## src/rtl/tap_pkg.sv

```systemverilog
// rtl/tap_pkg.sv - TAP state encoding and instruction codes shared with tap_controller
package tap_pkg;

    typedef enum logic [3:0] {
        EXIT2_DR         = 4'h0,
        EXIT1_DR         = 4'h1,
        SHIFT_DR         = 4'h2,
        PAUSE_DR         = 4'h3,
        SELECT_IR        = 4'h4,
        UPDATE_DR        = 4'h5,
        CAPTURE_DR       = 4'h6,
        SELECT_DR        = 4'h7,
        EXIT2_IR         = 4'h8,
        EXIT1_IR         = 4'h9,
        SHIFT_IR         = 4'hA,
        PAUSE_IR         = 4'hB,
        RUN_TEST_IDLE    = 4'hC,
        UPDATE_IR        = 4'hD,
        CAPTURE_IR       = 4'hE,
        TEST_LOGIC_RESET = 4'hF
    } tap_state_t;

    localparam logic [3:0] INSTR_IDCODE = 4'b0001;
    localparam logic [3:0] INSTR_USER   = 4'b1000;
    localparam logic [3:0] INSTR_BYPASS = 4'b1111;

endpackage

```

## src/rtl/jtag_shift_reg.sv

```systemverilog
// rtl/jtag_shift_reg.sv - capture/shift register, shifts right with TDI entering the MSB
module jtag_shift_reg #(
    parameter int W = 8
) (
    input  logic         TCLK,
    input  logic         TRST_N,
    input  logic         capture_en,
    input  logic         shift_en,
    input  logic [W-1:0] cap_val,
    input  logic         TDI,
    output logic [W-1:0] q
);

    always_ff @(posedge TCLK) begin
        if (!TRST_N) begin
            q <= '0;
        end else if (capture_en) begin
            q <= cap_val;
        end else if (shift_en) begin
            q <= {TDI, q[W-1:1]};
        end
    end

endmodule

```

## src/rtl/jtag_tap_datapath.sv

```systemverilog
// rtl/jtag_tap_datapath.sv - JTAG IR plus IDCODE/BYPASS/USER data registers driven by TAP state
module jtag_tap_datapath
    import tap_pkg::*;
#(
    parameter int          IR_WIDTH   = 4,
    parameter logic [31:0] IDCODE_VAL = 32'h1234_5679,
    parameter int          USER_WIDTH = 8
) (
    input  logic                  TCLK,
    input  logic                  TRST_N,
    input  tap_state_t            STATE,
    input  logic                  TDI,
    output logic                  TDO,
    output logic                  TDO_EN,
    output logic [IR_WIDTH-1:0]   IR_OUT,
    input  logic [USER_WIDTH-1:0] USER_DR_IN,
    output logic [USER_WIDTH-1:0] USER_DR_OUT,
    output logic                  USER_UPDATE
);

    logic [IR_WIDTH-1:0]   ir_sr;
    logic [USER_WIDTH-1:0] user_sr;
    logic [30:0]           idcode_unused;
    logic                  idcode_lsb;
    logic                  bypass;
    logic                  sel_idcode;
    logic                  sel_user;
    logic                  sel_bypass;

    // Any code that is neither IDCODE nor USER falls back to the 1-bit BYPASS register.
    assign sel_idcode = (IR_OUT == IR_WIDTH'(INSTR_IDCODE));
    assign sel_user   = (IR_OUT == IR_WIDTH'(INSTR_USER));
    assign sel_bypass = !sel_idcode && !sel_user;

    jtag_shift_reg #(.W(IR_WIDTH)) u_ir (
        .TCLK       (TCLK),
        .TRST_N     (TRST_N),
        .capture_en (STATE == CAPTURE_IR),
        .shift_en   (STATE == SHIFT_IR),
        .cap_val    (IR_WIDTH'(2'b01)),
        .TDI        (TDI),
        .q          (ir_sr)
    );

    jtag_shift_reg #(.W(32)) u_idcode (
        .TCLK       (TCLK),
        .TRST_N     (TRST_N),
        .capture_en ((STATE == CAPTURE_DR) && sel_idcode),
        .shift_en   ((STATE == SHIFT_DR) && sel_idcode),
        .cap_val    (IDCODE_VAL),
        .TDI        (TDI),
        .q          ({idcode_unused, idcode_lsb})
    );

    jtag_shift_reg #(.W(USER_WIDTH)) u_user (
        .TCLK       (TCLK),
        .TRST_N     (TRST_N),
        .capture_en ((STATE == CAPTURE_DR) && sel_user),
        .shift_en   ((STATE == SHIFT_DR) && sel_user),
        .cap_val    (USER_DR_IN),
        .TDI        (TDI),
        .q          (user_sr)
    );

    always_ff @(posedge TCLK) begin
        if (!TRST_N) begin
            bypass <= 1'b0;
        end else if (sel_bypass && (STATE == CAPTURE_DR)) begin
            bypass <= 1'b0;
        end else if (sel_bypass && (STATE == SHIFT_DR)) begin
            bypass <= TDI;
        end
    end

    always_ff @(posedge TCLK) begin
        if (!TRST_N) begin
            IR_OUT <= IR_WIDTH'(INSTR_IDCODE);
        end else if (STATE == TEST_LOGIC_RESET) begin
            IR_OUT <= IR_WIDTH'(INSTR_IDCODE);
        end else if (STATE == UPDATE_IR) begin
            IR_OUT <= ir_sr;
        end
    end

    // USER_DR_OUT survives IR changes; only a USER update or reset replaces it.
    always_ff @(posedge TCLK) begin
        if (!TRST_N) begin
            USER_DR_OUT <= '0;
            USER_UPDATE <= 1'b0;
        end else if ((STATE == UPDATE_DR) && sel_user) begin
            USER_DR_OUT <= user_sr;
            USER_UPDATE <= 1'b1;
        end else begin
            USER_UPDATE <= 1'b0;
        end
    end

    always_comb begin
        TDO    = 1'b0;
        TDO_EN = 1'b0;
        case (STATE)
            SHIFT_IR: begin
                TDO    = ir_sr[0];
                TDO_EN = 1'b1;
            end
            SHIFT_DR: begin
                TDO_EN = 1'b1;
                if (sel_idcode) begin
                    TDO = idcode_lsb;
                end else if (sel_user) begin
                    TDO = user_sr[0];
                end else begin
                    TDO = bypass;
                end
            end
            default: begin
                TDO    = 1'b0;
                TDO_EN = 1'b0;
            end
        endcase
    end

endmodule
```

## config.mk

```make
export PLATFORM = sky130hd
export DESIGN_NAME = jtag_tap_datapath
export DESIGN_NICKNAME = d
export VERILOG_FILES = /design/src/rtl/tap_pkg.sv /design/src/rtl/jtag_shift_reg.sv /design/src/rtl/jtag_tap_datapath.sv
export SDC_FILE = /design/constraint.sdc
export NUM_CORES = 1
export LEC_CHECK = 0
export CAP_MARGIN = 40
export CELL_PAD_IN_SITES_DETAIL_PLACEMENT = 1
export CELL_PAD_IN_SITES_GLOBAL_PLACEMENT = 1
export CORE_MARGIN = 3
export CORE_UTILIZATION = 49
export DETAILED_ROUTE_END_ITERATION = 8
export GPL_ROUTABILITY_DRIVEN = 0
export PLACE_DENSITY_LB_ADDON = 0.1
export SLEW_MARGIN = 15
export SYNTH_ARGS = -nofsm -noshare
export SYNTH_HDL_FRONTEND = slang
export SYNTH_HIERARCHICAL = 1
export SYNTH_SLANG_ARGS = --single-unit
```

## constraint.sdc

```tcl
create_clock -name TCLK -period 5.2 [get_ports TCLK]
set_input_delay 1.04 -clock TCLK [delete_from_list [all_inputs] [get_ports TCLK]]
set_output_delay 1.04 -clock TCLK [all_outputs]
set_load 0.01 [all_outputs]
```

==> results.cfg <==
[outcome]
outcome = completed

[timing]
finalCritPeriodShare = 0.789
fin_tns_setup_ns = 0
maxSlewHeadroom = 0.357
fin_hold_ws_ns = 0.503
hold_violations = 0
fin_skew_ns = 0.00504
rsz0062_at_grt = no
fmax_mhz = 244
setup_viol = 0
fin_crit_ns = 4.10
worst_pin_slew_ns = 0.962
slew_viol_final = 0

[flow_run]
maxCapViolations = 0

[synthesis]
ys_types = 33
synth_top_area_cell = dfxtp_1
synthTopCellsByCount = 58 x dfxtp_1, 44 x o211a_1, 38 x mux2_4
yosysTopAreaCellShare = 0.377
synth_async_sr_flop_share = 0
synth_area_um2 = 3080
syn_inst = 273
ys.flop_type = dfxtp_1
synth_edf_count = 0
synth_most_common_cell = dfxtp_1
synthTopCellsByArea = dfxtp_1 38%, mux2_4 19%, o211a_1 14%
synth_seq_cells = 58
yosysWarnings = 6
ys_seq_area_frac = 0.377
synth.avg_cell_area_um2 = 11.3

[cts]
cts_hold_buf = 0
clk_latency_ns = 0.34
cts_sinks = 58
clk_pin_slew_ns = 0.06
cts_buffers = 9
cts.path.max_buffers = 2
root_buffer = clkbuf_8
cts_setup_buffers = 0
h-tree-depth = 3
ctsResizeCount = 0
cts_tree = built

[global_route]
grt_usage = 0.192
grt_pass1_wl_mm = 11.0
antenna_found_initial = 0
grt_max_degree = 49
overflow = 0
grt_pass1_vias = 2257

[critical_path]
required_ns = 4.16
cp.arrival_ns = 3.06
timing.rr.start = IR_OUT[1]
critPathSlowestCell = clkdlybuf4s50_1
cp-start-kind = input port
r2r_cells = 6
path_cells = clkdlybuf4s50_1 -> nand2b_1 -> or3_1 -> o41ai_1 -> clkdlybuf4s50_1
worst_setup_path_end_kind = output pin
r2r_slack_ns = 2.59
worst-path-buf-inv = 2
cp_max_fo = 7
worst_path_most_repeated_cell = clkdlybuf4s50_1
cpLargestDelayFamily = buffers and inverters
r2r_end = u_idcode/q[9]
critPathKind = input port to output pin
max_stage_delay_ns = 0.59

[floorplan]
dieWidth_um = 85.3
coreArea_um2 = 5990
start_util = 0.515
rows = 28
die-area_um2 = 7280
die_y_um = 85.3
ioPinCount = 30

[hold_path]
holdCritPathClass = flip-flop to flip-flop
whs_path_depth = 2
worstHoldStart = USER_DR_OUT[0]
min_to = USER_DR_OUT[0]

[route]
drc_errors = 0
firstDrtPassIters = 5
drt_wl_total_mm = 6.60
viasPerCell = 5.22
drt_iter0_markers = 107
routedWlPerCell_um = 16.0
vias = 2150
ant_nets = 0

[cells_and_area]
nNetsFinal = 347
diodes = 0
syn2layout_area_growth_pct = 21.2
drive_above_1_share = 0.193

[power_and_ir_drop]
p_per_area_nw_per_um2 = 275
p_switching_uw = 221
seq_power_share = 0.451
netSwitchingFraction = 0.215
leakage_uw = 0.00200
clkPwrFrac = 0.475
irDropWorstVdd_uv = 167
p_int_uw = 806
comb_power_share = 0.074

[placement]
dp_hpwl_mm = 4.12
port_buffers = 29
## registers in the layout, indices dropped and copies added (netlist names)
signal and cells:
u_user/q 8, USER_DR_OUT 8, bypass 1, u_idcode/q 32
u_ir/q 4, IR_OUT 4, USER_UPDATE 1
## cells by family (layout without fill, tap and decap cells)
logic type,Yosys count,in the layout,share of synthesized area
multiplexers,53,53,0.236
other,2,36,0.00244
AND/OR/NAND/NOR,85,85,0.169
buffers and inverters,21,51,0.0532
AO/OA/AOI/OAI,53,53,0.160
XOR/XNOR,1,1,0.00284
flip-flops,58,58,0.377
## metal layers
metal / wire, um / GRT usage / vias to the layer above
met5: 0 / 0 / -
met4: 90 / 0.0662 / 0
met3: 199 / 0.0631 / 8
met2: 3410 / 0.323 / 28
met1: 2900 / 0.228 / 1054
li1: - / - / 1060
## power groups by stage
stage	clock [uW]	sequential [uW]	combinational, uW
6_report	488	463	76.1
5_1_grt	524	464	84.3
4_1_cts	503	463	75.1
3_5_place_dp	0	473	74.0
3_3_place_gp	0	472	72.0
2_1_floorplan	0	470	54.3
## worst max path at each step
stage                     end     start  cells past startpoint  slack (ns)
final                     TDO  STATE[1]                      5        1.10
after global routing      TDO  STATE[1]                      5        0.95
after CTS                 TDO  STATE[1]                      5        1.08
after detailed placement  TDO  STATE[1]                      5        1.10
after global placement    TDO  STATE[1]                      5        1.11
after floorplan           TDO  STATE[2]                      3        2.11
## placed cells by master (no fill, tap or decap), types with 2 or more instances in the layout
cell,count
dfxtp_1,58
o211a_1,44
mux2_4,38
conb_1,36
clkdlybuf4s50_1,29
or2b_1,29
nor2_1,21
nand2b_1,16
clkbuf_8,12
mux2i_1,9
a21oi_1,5
nor3b_1,4
buf_4,4
mux2_1,4
nand2_1,3
nor3_1,2
nand3_1,2
nor2_4,2
bufinv_16,2
mux2_2,2
## stage by stage
stage / area, um^2 / utilization / setup WS, ns / total power, uW / cells
final: 3740 / 0.624 / 1.10 / 1030 / 412
after CTS: 3720 / 0.621 / 1.08 / 1040 / 411
after detailed placement: 3480 / 0.581 / 1.10 / 547 / 395
after global placement: 3470 / 0.580 / 1.11 / 544 / 394
after floorplan: 3210 / - / 2.11 / 524 / 307
after global routing: 3740 / 0.624 / 0.951 / 1070 / 412
## layout make-up
cell class	count	area [um^2]
clock inverter	4	72.6
timing repair buffer	34	340
fill	665	2250
multi-input combinational	228	1900
clock buffer	12	165
tap	75	93.8
sequential	58	1160
inverter	1	3.75
## tightest hold or removal path, cell delays in order, from the launching register on
cell and delay, ns:
dfxtp_1 0.32, mux2i_1 0.07, nor2_1 0.07
No activity file was read; power rests on OpenSTA's default activity.
